==> src/rtl/rot_arbiter_if.sv <==
// ============================================================================
//  Module   : rot_arbiter_if
//  Brief    : Requester and result-side signal bundle for rot_arbiter.
//  Revision : 1.0  initial release
// ============================================================================
`default_nettype none

interface rot_arbiter_if #(
    parameter int NREQ = 4
);
    localparam int IDW = $clog2(NREQ);

    logic [NREQ-1:0]   req_valid;
    logic [NREQ-1:0]   req_ready;
    logic [8*NREQ-1:0] req_data;
    logic [3*NREQ-1:0] req_amt;
    logic [NREQ-1:0]   req_left;
    logic              out_valid;
    logic              out_ready;
    logic [7:0]        out_data;
    logic [IDW-1:0]    out_id;
    logic [15:0]       done_cnt;

    // master: requesters plus the downstream consumer
    modport master (
        output req_valid, req_data, req_amt, req_left, out_ready,
        input  req_ready, out_valid, out_data, out_id, done_cnt
    );

    modport slave (
        input  req_valid, req_data, req_amt, req_left, out_ready,
        output req_ready, out_valid, out_data, out_id, done_cnt
    );
endinterface

`default_nettype wire

==> src/rtl/rot_arbiter.sv <==
// ============================================================================
//  Module   : rot_arbiter
//  Brief    : Round-robin arbiter sharing one 8-bit rotate-right unit among
//             NREQ requesters, with a single-entry registered output stage.
//  Revision : 1.0  initial release
// ============================================================================
`default_nettype none

module barrel_shifter (
    input  logic [7:0] a,
    input  logic [2:0] s,
    output logic [7:0] y
);
    logic [15:0] w_dbl;

    // Low byte of the doubled word shifted right is a rotate right.
    assign w_dbl = {a, a} >> s;
    assign y     = w_dbl[7:0];
endmodule

module rot_arbiter #(
    parameter int NREQ = 4
) (
    input  logic        clk,
    input  logic        rst_n,
    rot_arbiter_if.slave bus
);
    localparam int IDW = $clog2(NREQ);

    typedef enum logic [0:0] {
        EMPTY = 1'b0,
        FULL  = 1'b1
    } state_t;

    state_t         r_state;
    logic [IDW-1:0] r_ptr;
    logic [IDW-1:0] r_id;
    logic [7:0]     r_data;
    logic [15:0]    r_done_cnt;

    logic [7:0]     w_req_data [NREQ];
    logic [2:0]     w_req_amt  [NREQ];
    logic [IDW:0]   w_sum;
    logic [IDW-1:0] w_idx;
    logic [IDW-1:0] w_win;
    logic           w_found;
    logic           w_can_accept;
    logic           w_accept;
    logic [7:0]     w_sel_data;
    logic [2:0]     w_sel_amt;
    logic           w_sel_left;
    logic [2:0]     w_shamt;
    logic [7:0]     w_rot;

    generate
        for (genvar gi = 0; gi < NREQ; gi++) begin : g_unpack
            assign w_req_data[gi] = bus.req_data[8*gi +: 8];
            assign w_req_amt[gi]  = bus.req_amt[3*gi +: 3];
        end
    endgenerate

    // Search from r_ptr upward, wrapping at NREQ (NREQ need not be a power of 2).
    always_comb begin
        w_found = 1'b0;
        w_win   = '0;
        w_sum   = '0;
        w_idx   = '0;
        for (int k = 0; k < NREQ; k++) begin
            w_sum = {1'b0, r_ptr} + (IDW+1)'(k);
            if (w_sum >= (IDW+1)'(NREQ)) begin
                w_sum = w_sum - (IDW+1)'(NREQ);
            end
            w_idx = w_sum[IDW-1:0];
            if (!w_found && bus.req_valid[w_idx]) begin
                w_found = 1'b1;
                w_win   = w_idx;
            end
        end
    end

    assign w_can_accept  = (r_state == EMPTY) | bus.out_ready;
    assign w_accept      = w_found & w_can_accept & rst_n;
    assign bus.req_ready = w_accept ? (NREQ'(1) << w_win) : '0;

    assign w_sel_data = w_req_data[w_win];
    assign w_sel_amt  = w_req_amt[w_win];
    assign w_sel_left = bus.req_left[w_win];
    // Left by n equals right by (8 - n) mod 8; 3-bit wrap maps left 0 to 0.
    assign w_shamt    = w_sel_left ? (3'd0 - w_sel_amt) : w_sel_amt;

    barrel_shifter u_rot (
        .a (w_sel_data),
        .s (w_shamt),
        .y (w_rot)
    );

    always_ff @(posedge clk or negedge rst_n) begin
        if (!rst_n) begin
            r_state    <= EMPTY;
            r_data     <= 8'h00;
            r_id       <= '0;
            r_ptr      <= '0;
            r_done_cnt <= 16'h0000;
        end else begin
            if (r_state == FULL && bus.out_ready) begin
                r_done_cnt <= r_done_cnt + 16'd1;
            end
            if (w_accept) begin
                r_data  <= w_rot;
                r_id    <= w_win;
                r_ptr   <= (w_win == IDW'(NREQ - 1)) ? '0 : w_win + IDW'(1);
                r_state <= FULL;
            end else if (bus.out_ready) begin
                r_state <= EMPTY;
            end
        end
    end

    assign bus.out_valid = (r_state == FULL);
    assign bus.out_data  = r_data;
    assign bus.out_id    = r_id;
    assign bus.done_cnt  = r_done_cnt;

endmodule

`default_nettype wire

==> src/flat_wrapper.sv <==
// flat-port wrapper written by rule: the top's interface ports become plain ports
module rot_arbiter_flat 
#(
    parameter int NREQ = 4
)
  (clk, rst_n, bus_req_valid, bus_req_data, bus_req_amt, bus_req_left, bus_out_ready, bus_req_ready, bus_out_valid, bus_out_data, bus_out_id, bus_done_cnt);
  rot_arbiter_if #(.NREQ(NREQ)) bus_i ();
  input  logic clk;
  input  logic rst_n;
  input wire logic [$bits(bus_i.req_valid)-1:0] bus_req_valid;
  input wire logic [$bits(bus_i.req_data)-1:0] bus_req_data;
  input wire logic [$bits(bus_i.req_amt)-1:0] bus_req_amt;
  input wire logic [$bits(bus_i.req_left)-1:0] bus_req_left;
  input wire logic [$bits(bus_i.out_ready)-1:0] bus_out_ready;
  output wire logic [$bits(bus_i.req_ready)-1:0] bus_req_ready;
  output wire logic [$bits(bus_i.out_valid)-1:0] bus_out_valid;
  output wire logic [$bits(bus_i.out_data)-1:0] bus_out_data;
  output wire logic [$bits(bus_i.out_id)-1:0] bus_out_id;
  output wire logic [$bits(bus_i.done_cnt)-1:0] bus_done_cnt;
  assign bus_i.req_valid = bus_req_valid;
  assign bus_i.req_data = bus_req_data;
  assign bus_i.req_amt = bus_req_amt;
  assign bus_i.req_left = bus_req_left;
  assign bus_i.out_ready = bus_out_ready;
  assign bus_req_ready = bus_i.req_ready;
  assign bus_out_valid = bus_i.out_valid;
  assign bus_out_data = bus_i.out_data;
  assign bus_out_id = bus_i.out_id;
  assign bus_done_cnt = bus_i.done_cnt;
  rot_arbiter #(.NREQ(NREQ)) u_core (.clk(clk), .rst_n(rst_n), .bus(bus_i));
endmodule
==> config.mk <==
export PLATFORM = sky130hd
export DESIGN_NAME = rot_arbiter_flat
export DESIGN_NICKNAME = d
export VERILOG_FILES = /design/src/rtl/rot_arbiter_if.sv /design/src/rtl/rot_arbiter.sv /design/src/flat_wrapper.sv
export SDC_FILE = /design/constraint.sdc
export NUM_CORES = 1
export LEC_CHECK = 0
export CAP_MARGIN = 5
export CORE_MARGIN = 3
export CORE_UTILIZATION = 30
export CTS_BUF_LIST = sky130_fd_sc_hd__clkbuf_4
export DETAILED_ROUTE_END_ITERATION = 16
export MAX_ROUTING_LAYER = met4
export PLACE_DENSITY = 0.57
export SYNTH_ARGS = -nofsm -noshare
export SYNTH_HDL_FRONTEND = slang
export SYNTH_SLANG_ARGS = --single-unit
==> constraint.sdc <==
create_clock -name clk -period 2.9 [get_ports clk]
set_input_delay 0.58 -clock clk [delete_from_list [all_inputs] [get_ports clk]]
set_output_delay 0.58 -clock clk [all_outputs]
set_load 0.05 [all_outputs]
Yosys cells after proc, flatten, opt, wreduce, memory -nomap -nowiden
Index checks and enable logic that the tools add are counted.

Word-level logic and storage cells: 74. Latch bits: 0. Input bits: 55. Memories: 0. Memory bits (read-only): 0. RAM bits: 0. Output and inout bits: 31. Register bits: 29.

Div/mod/pow operators: 0. Add/sub/neg operators: 10. Equality and inequality tests: 1. $mul: 0. Shift operators: 2. Magnitude comparators: 10. Bitwise operators: 5. Reductions and logical operators: 8. Muxes and demuxes: 33.

Operators by type and width (number): 2-to-1 mux 2 bit (9); adder 16 x 1 -> 16 bit, second input constant (1); binary-select mux 8 bit (select 2 bit) (1); 2-to-1 mux 8 bit (2); right shift 16 x 3 -> 8 bit (1); < comparator 2 x 3 -> 1 bit, second input constant (5); >= comparator 3 bit, second input constant (4); 2-to-1 mux 1 bit (11); binary-select mux 1 bit (select 2 bit) (5); 2-to-1 mux 3 bit (3); subtractor 2 x 1 -> 2 bit, second input constant (4); adder 2 x 2 -> 3 bit, second input constant (2); binary-select mux 3 bit (select 2 bit) (1); logical AND 1 bit (4); 2-to-1 mux 4 bit (1); left shift 1 x 2 -> 4 bit, first input constant (1); adder 2 x 1 -> 3 bit, second input constant (1); >= comparator 2 x 3 -> 1 bit, second input constant (1); zero test 1 bit (3); NOT 2 -> 3 bit (1); subtractor 1 x 3 -> 3 bit, first input constant (1); adder 2 x 1 -> 2 bit, second input constant (1); bitwise AND 1 bit (2); == test 2 bit, second input constant (1); 3 further kinds (3).

Depth between registers and ports, before layout
Depth after elaboration: 21. Mapped depth: 12. Depth with buffers taken out: 9.

Hierarchy
Synthesis repeated with hierarchy kept, for this count alone.

Cells, all modules: 197. Area total of the unflattened synthesis: 2104.5 µm².

Modules (own cells, without submodules): rot_arbiter (sequential area each 725.7 µm², cells an instance 178, area an instance 1778.0 µm², times used 1); barrel_shifter (sequential area each 0.0 µm², cells an instance 19, area an instance 326.6 µm², times used 1).

Worst setup path before layout
OpenSTA, ideal clock, no wires.

Path type: input-to-output. Start: input port bus_req_valid[2]. End: output port bus_req_ready[3]. Arrival: 2349 ps. Stages: 8. Path buffers: 3. Required time: 2320 ps. Slack: -29 ps. Path through: nor2b_1 > buf_6 > or4b_4 > buf_6 > nand2_1 > buf_2 > ha_1 > and2_1.

Elaborated cells between the ends (all ways): 26. Those cells by class: shift (1); mux (17); bitwise (2); reduce/logical (6).

RTL lines: from (decl) (line flat_wrapper.sv:10) `input wire logic [$bits(bus_i.req_valid)-1:0] bus_req_valid;`; binary-select mux 1 bit (select 2 bit) (line rot_arbiter.sv:74) `if (!w_found && bus.req_valid[w_idx]) begin`; 2-to-1 mux 1 bit (not written as such) (line rot_arbiter.sv:74); 2-to-1 mux 1 bit (line rot_arbiter.sv:74); zero test 1 bit (line rot_arbiter.sv:74); logical AND 1 bit (line rot_arbiter.sv:74); 2-to-1 mux 1 bit (line rot_arbiter.sv:74); zero test 1 bit (line rot_arbiter.sv:74); logical AND 1 bit (line rot_arbiter.sv:74); 2-to-1 mux 1 bit (line rot_arbiter.sv:74); zero test 1 bit (line rot_arbiter.sv:74); logical AND 1 bit (line rot_arbiter.sv:74); 2-to-1 mux 2 bit (*) (line rot_arbiter.sv:74); named net u_core.w_win[0] (line rot_arbiter.sv:45) `logic [IDW-1:0] w_win;`; left shift 1 x 2 -> 4 bit (*) (line rot_arbiter.sv:83) `assign bus.req_ready = w_accept ? (NREQ'(1) << w_win) : '0;`; 2-to-1 mux 4 bit (*) (line rot_arbiter.sv:83); to (decl) (line flat_wrapper.sv:15) `output wire logic [$bits(bus_i.req_ready)-1:0] bus_req_ready;`.

The timed path passes the listed nets; every way through them passes the cells marked *. The select of a mux whose other input is x is not followed.

Worst setup path in the final report
Start: input port bus_req_valid[2]. End: output port bus_req_ready[3].

Word-level cells in the longest chain between the ends: 15. Elaborated cells between the ends (all ways): 26. Those cells by class: shift (1); mux (17); bitwise (2); reduce/logical (6).

Ends and longest elaborated chain: binary-select mux 1 bit (select 2 bit) (line rot_arbiter.sv:74); 2-to-1 mux 1 bit (not written as such) (line rot_arbiter.sv:74); 2-to-1 mux 1 bit (line rot_arbiter.sv:74); zero test 1 bit (line rot_arbiter.sv:74); logical AND 1 bit (line rot_arbiter.sv:74); 2-to-1 mux 1 bit (line rot_arbiter.sv:74); zero test 1 bit (line rot_arbiter.sv:74); logical AND 1 bit (line rot_arbiter.sv:74); 2-to-1 mux 1 bit (line rot_arbiter.sv:74); zero test 1 bit (line rot_arbiter.sv:74); logical AND 1 bit (line rot_arbiter.sv:74); 2-to-1 mux 1 bit (line rot_arbiter.sv:74); bitwise AND 1 bit (2 in series) (line rot_arbiter.sv:82) `assign w_accept = w_found & w_can_accept & rst_n;`; 2-to-1 mux 4 bit (*) (line rot_arbiter.sv:83).

Mark *: on every way between the ends. The rest lies on a longest branch, timed or not. The select of a mux whose other input is x is not followed.

==> metrics.txt <==
# TYPE chip_impl_metric gauge
chip_impl_info{name="status",value="completed"} 1
chip_impl_metric{name="synth_cell_types",unit=""} 50
chip_impl_metric{name="postSynthAreaPerCell",unit="um^2"} 8.57
chip_impl_metric{name="global_route.usage.total",unit=""} 0.187
chip_impl_metric{name="routed_via_density",unit=""} 5.29
chip_impl_metric{name="sequential_fraction_of_the_synthesis_area",unit=""} 0.297
chip_impl_metric{name="holdWs",unit="ns"} 0.477
chip_impl_metric{name="grt.overflow.total",unit=""} 0
chip_impl_metric{name="finalWeightedCongestion",unit=""} 0.872
chip_impl_metric{name="drv_slew",unit=""} 0
chip_impl_metric{name="yosysWarningCount",unit=""} 0
chip_impl_info{name="ys.flop_type",value="sky130_fd_sc_hd__dfrtp_1"} 1
chip_impl_metric{name="final_antenna_net_count",unit=""} 0
chip_impl_metric{name="layout-area-overhead-vs-synth",unit="%"} 70.4
chip_impl_metric{name="highest_cell_delay_on_the_worst_timing_path",unit="ns"} 0.31
chip_impl_metric{name="p_leak",unit="uW"} 0.00170
chip_impl_metric{name="initialDrtViolationCount",unit=""} 101
chip_impl_metric{name="timing.final.hold_violations",unit=""} 0
chip_impl_metric{name="initial_utilization",unit=""} 0.313
chip_impl_metric{name="clk_transition_reported_paths",unit="ns"} 0.09
chip_impl_metric{name="cts_buffers",unit=""} 5
chip_impl_metric{name="grt_pass1_vias",unit=""} 2804
chip_impl_metric{name="number_of_h_tree_levels",unit=""} 2
chip_impl_metric{name="die_w",unit="um"} 96.3
chip_impl_metric{name="worst_skew_pair.late_latency",unit="ns"} 0.33
chip_impl_metric{name="fp.dieArea",unit="mm^2"} 0.00926
chip_impl_metric{name="detailedPlace.worstSlack",unit="ns"} -0.513
chip_impl_metric{name="post-route-worst-setup-slack",unit="ns"} 0.0750
chip_impl_metric{name="antenna_cells",unit=""} 0
chip_impl_info{name="crit_type",value="in2out"} 1
chip_impl_metric{name="cts.path.max_buffers",unit=""} 2
chip_impl_metric{name="synth_async_sr_flop_share",unit=""} 1.00
chip_impl_info{name="cts.root.buffer_cell",value="sky130_fd_sc_hd__clkbuf_4"} 1
chip_impl_metric{name="drt_first_pass_iters",unit=""} 4
chip_impl_info{name="critPathMostFrequentCell",value="sky130_fd_sc_hd__buf_4"} 1
chip_impl_metric{name="io-pin-count",unit=""} 86
chip_impl_metric{name="syn_inst",unit=""} 285
chip_impl_metric{name="drv.max_cap_violation_count",unit=""} 0
chip_impl_metric{name="final_design_area_no_fill",unit="mm^2"} 0.00416
chip_impl_metric{name="core_area",unit="mm^2"} 0.00781
chip_impl_info{name="crit_slowest_cell",value="sky130_fd_sc_hd__a211o_4"} 1
chip_impl_info{name="critical_path.cell_chain",value="clkdlybuf4s15_1, nor2b_4, buf_4, a211o_4, and2_4, buf_4, ha_1, and2_2, buf_8"} 1
chip_impl_metric{name="cellPowerDensity",unit="mW/mm^2"} 1010
chip_impl_metric{name="detail_route.drc_violations",unit=""} 0
chip_impl_metric{name="achievable-frequency",unit="MHz"} 354
chip_impl_metric{name="detail_route.wirelength",unit="um"} 8220
chip_impl_metric{name="max-vdd-ir-drop",unit="uV"} 304
chip_impl_metric{name="postSynthRegisterBits",unit=""} 29
chip_impl_metric{name="maximum_number_of_pins_on_one_net_before_global_route_repair",unit=""} 30
chip_impl_metric{name="grt_pass1_wl",unit="um"} 13300
chip_impl_metric{name="setup_violations",unit=""} 0
chip_impl_metric{name="cts.sinks",unit=""} 29
chip_impl_info{name="critical_path.startpoint_type",value="input port"} 1
chip_impl_metric{name="synth.cell_area",unit="mm^2"} 0.00244
chip_impl_metric{name="fin_total_pwr",unit="uW"} 4210
chip_impl_metric{name="post_dp_cell_area",unit="mm^2"} 0.00374
chip_impl_info{name="endpoint_kind",value="output pin"} 1
chip_impl_metric{name="dr_total_vias",unit=""} 2790
chip_impl_metric{name="path_max_fanout",unit=""} 6
chip_impl_info{name="tritoncts_clock_tree",value="yes"} 1
chip_impl_metric{name="cp_data_arrival_time",unit="ns"} 2.24
chip_impl_metric{name="num_rows",unit=""} 32
chip_impl_metric{name="synth_fp_nets",unit=""} 345
chip_impl_metric{name="grt_antenna_before_repair",unit=""} 0
chip_impl_metric{name="hold_buffers",unit=""} 0
chip_impl_metric{name="final.min_clock_period",unit="ns"} 2.82
chip_impl_metric{name="portBuffers",unit=""} 85
chip_impl_metric{name="slew-limit-headroom",unit=""} 0.646
chip_impl_metric{name="wl_per_cell",unit="um"} 15.6
chip_impl_metric{name="dp_hpwl",unit="um"} 6260
chip_impl_metric{name="timing.clock.skew",unit="ns"} 0.0101
chip_impl_metric{name="worstPathRequired",unit="ns"} 2.32
chip_impl_metric{name="drive_above_1_share",unit=""} 0.313
chip_impl_metric{name="tightestPinTransition",unit="ns"} 0.529
chip_impl_metric{name="synth_enable_flop_cells",unit=""} 0
chip_impl_metric{name="final_nets",unit=""} 484
chip_impl_metric{name="die_h",unit="um"} 96.3
chip_impl_metric{name="tcrit_tclk_final",unit=""} 0.974
chip_impl_info{name="holdCritPathClass",value="reg2reg"} 1
-- metal layers --
metal,vias up,global-route usage,wire length (um)
met3,22,0.0328,554
li1,1368,-,-
met4,0,0.0758,221
met2,128,0.283,3730
met1,1272,0.245,3720
met5,-,-,0
-- timing repair --
item	in CTS	in global routing
buffers inserted	6	2
endpoints found under the setup margin	12	11
pin swaps	9	17
resized for setup	35	26
gates cloned	1	1
-- critical path, delay by kind of cell --
family,cells,cell delay (ns)
AND/OR/NAND/NOR,3,0.50
buffers and inverters,4,0.65
adder cells (fa/ha/maj),1,0.20
AO/OA/AOI/OAI,1,0.31
-- area by class of cell --
type / instances / area, um^2
timing repair buffer: 149 / 1380
fill: 735 / 3640
multi-input combinational: 237 / 1820
sequential: 29 / 726
clock inverter: 3 / 65.1
inverter: 2 / 8.76
tap: 102 / 128
clock buffer: 5 / 37.5
-- registers in the layout (all words and copies together), names as in the netlist --
| register | flops |
|---|---|
| u_core.bus.out_valid | 1 |
| u_core.bus.done_cnt | 16 |
| u_core.bus.out_data | 8 |
| u_core.bus.out_id | 2 |
| u_core.r_ptr | 2 |
-- Yosys cell counts (2+ instances only) --
cell type	count	area share
sky130_fd_sc_hd__nand2b_1	2	0.0051
sky130_fd_sc_hd__xor2_1	2	0.0072
sky130_fd_sc_hd__a32o_2	2	0.0092
sky130_fd_sc_hd__a21bo_2	6	0.025
sky130_fd_sc_hd__a22oi_1	5	0.015
sky130_fd_sc_hd__a311o_1	4	0.016
sky130_fd_sc_hd__xnor2_1	13	0.047
sky130_fd_sc_hd__nor3b_1	8	0.025
sky130_fd_sc_hd__nor2b_1	5	0.013
sky130_fd_sc_hd__o21ai_2	2	0.0072
sky130_fd_sc_hd__o21ai_0	2	0.0041
sky130_fd_sc_hd__dfrtp_1	29	0.30
sky130_fd_sc_hd__a21bo_1	2	0.0082
sky130_fd_sc_hd__a211oi_1	7	0.022
sky130_fd_sc_hd__a221oi_1	8	0.029
sky130_fd_sc_hd__buf_6	4	0.018
sky130_fd_sc_hd__a211o_1	3	0.011
sky130_fd_sc_hd__nand3_1	28	0.057
sky130_fd_sc_hd__ha_1	5	0.026
sky130_fd_sc_hd__a32oi_2	2	0.013
sky130_fd_sc_hd__clkbuf_1	3	0.0046
sky130_fd_sc_hd__a21oi_1	3	0.0061
sky130_fd_sc_hd__nor4_1	8	0.020
sky130_fd_sc_hd__and2_1	7	0.018
sky130_fd_sc_hd__nor3_1	4	0.0082
sky130_fd_sc_hd__nand4_1	3	0.0077
sky130_fd_sc_hd__a32oi_1	6	0.022
sky130_fd_sc_hd__buf_2	9	0.018
sky130_fd_sc_hd__nor2_1	6	0.0092
sky130_fd_sc_hd__o31ai_1	3	0.0092
sky130_fd_sc_hd__and3_1	6	0.015
sky130_fd_sc_hd__o211ai_1	16	0.049
sky130_fd_sc_hd__buf_1	2	0.0031
sky130_fd_sc_hd__nor3_2	3	0.012
sky130_fd_sc_hd__nand2_1	52	0.080
-- worst paths after layout --
kind                                          from                 endpoint  slack [ns]  depth (start not counted)
setup / recovery                  bus_req_valid[2]         bus_req_ready[3]        0.08                          9
hold / removal             u_core.bus.done_cnt[15]  u_core.bus.done_cnt[15]        0.48                          1
setup reg to reg                   u_core.r_ptr[1]   u_core.bus.out_data[5]        0.17                          9
hold reg to reg            u_core.bus.done_cnt[15]  u_core.bus.done_cnt[15]        0.48                          1
max in group asynchronous                    rst_n   u_core.bus.done_cnt[7]        1.87                          2
min in group asynchronous                    rst_n     u_core.bus.out_valid        0.75                          2
-- logic make-up after synthesis --
kind of cell,Yosys count,share of synthesized area
mux,1,0.00461
xor+xnor,17,0.0671
fa+ha+maj,5,0.0256
simple gates,136,0.290
flops,29,0.297
compound gates,77,0.268
buf+inv,20,0.0476
-- per-stage QoR --
| step | setup TNS (ns) | cells | utilization |
|---|---|---|---|
| after floorplan | 0 | 285 | - |
| after global placement | -5.20 | 509 | 0.479 |
| after detailed placement | -5.82 | 509 | 0.479 |
| after CTS | 0 | 524 | 0.517 |
| after global routing | -0.0171 | 527 | 0.533 |
| final | 0 | 527 | 0.533 |
-- report_power, final --
group / switching (uW) / internal (uW) / total, uW
clock network: 150 / 267 / 417
logic: 1750 / 1410 / 3160
registers: 107 / 526 / 633
-- cells in the final DEF, fill, tap and decap left out, types with 3 or more instances in the layout --
| master | synthesis | routed |
|---|---|---|
| sky130_fd_sc_hd__a22oi_2 | 0 | 3 |
| sky130_fd_sc_hd__nor3b_1 | 8 | 8 |
| sky130_fd_sc_hd__nor3_2 | 3 | 5 |
| sky130_fd_sc_hd__clkdlybuf4s50_1 | 0 | 77 |
| sky130_fd_sc_hd__and2_1 | 7 | 4 |
| sky130_fd_sc_hd__buf_6 | 4 | 8 |
| sky130_fd_sc_hd__clkbuf_4 | 0 | 5 |
| sky130_fd_sc_hd__nor4_1 | 8 | 8 |
| sky130_fd_sc_hd__a311o_1 | 4 | 4 |
| sky130_fd_sc_hd__a221oi_1 | 8 | 6 |
| sky130_fd_sc_hd__and3_1 | 6 | 6 |
| sky130_fd_sc_hd__nand2_1 | 52 | 51 |
| sky130_fd_sc_hd__a21bo_2 | 6 | 6 |
| sky130_fd_sc_hd__o211ai_1 | 16 | 16 |
| sky130_fd_sc_hd__buf_4 | 0 | 57 |
| sky130_fd_sc_hd__nor2_1 | 6 | 6 |
| sky130_fd_sc_hd__xnor2_1 | 13 | 13 |
| sky130_fd_sc_hd__nand3_1 | 28 | 24 |
| sky130_fd_sc_hd__ha_1 | 5 | 5 |
| sky130_fd_sc_hd__dfrtp_1 | 29 | 29 |
| sky130_fd_sc_hd__nand3_2 | 0 | 4 |
| sky130_fd_sc_hd__a211oi_2 | 1 | 7 |
| sky130_fd_sc_hd__a32oi_1 | 6 | 5 |
| sky130_fd_sc_hd__nand4_1 | 3 | 3 |
| sky130_fd_sc_hd__a21oi_1 | 3 | 3 |
(Power assumes the default switching activity.)
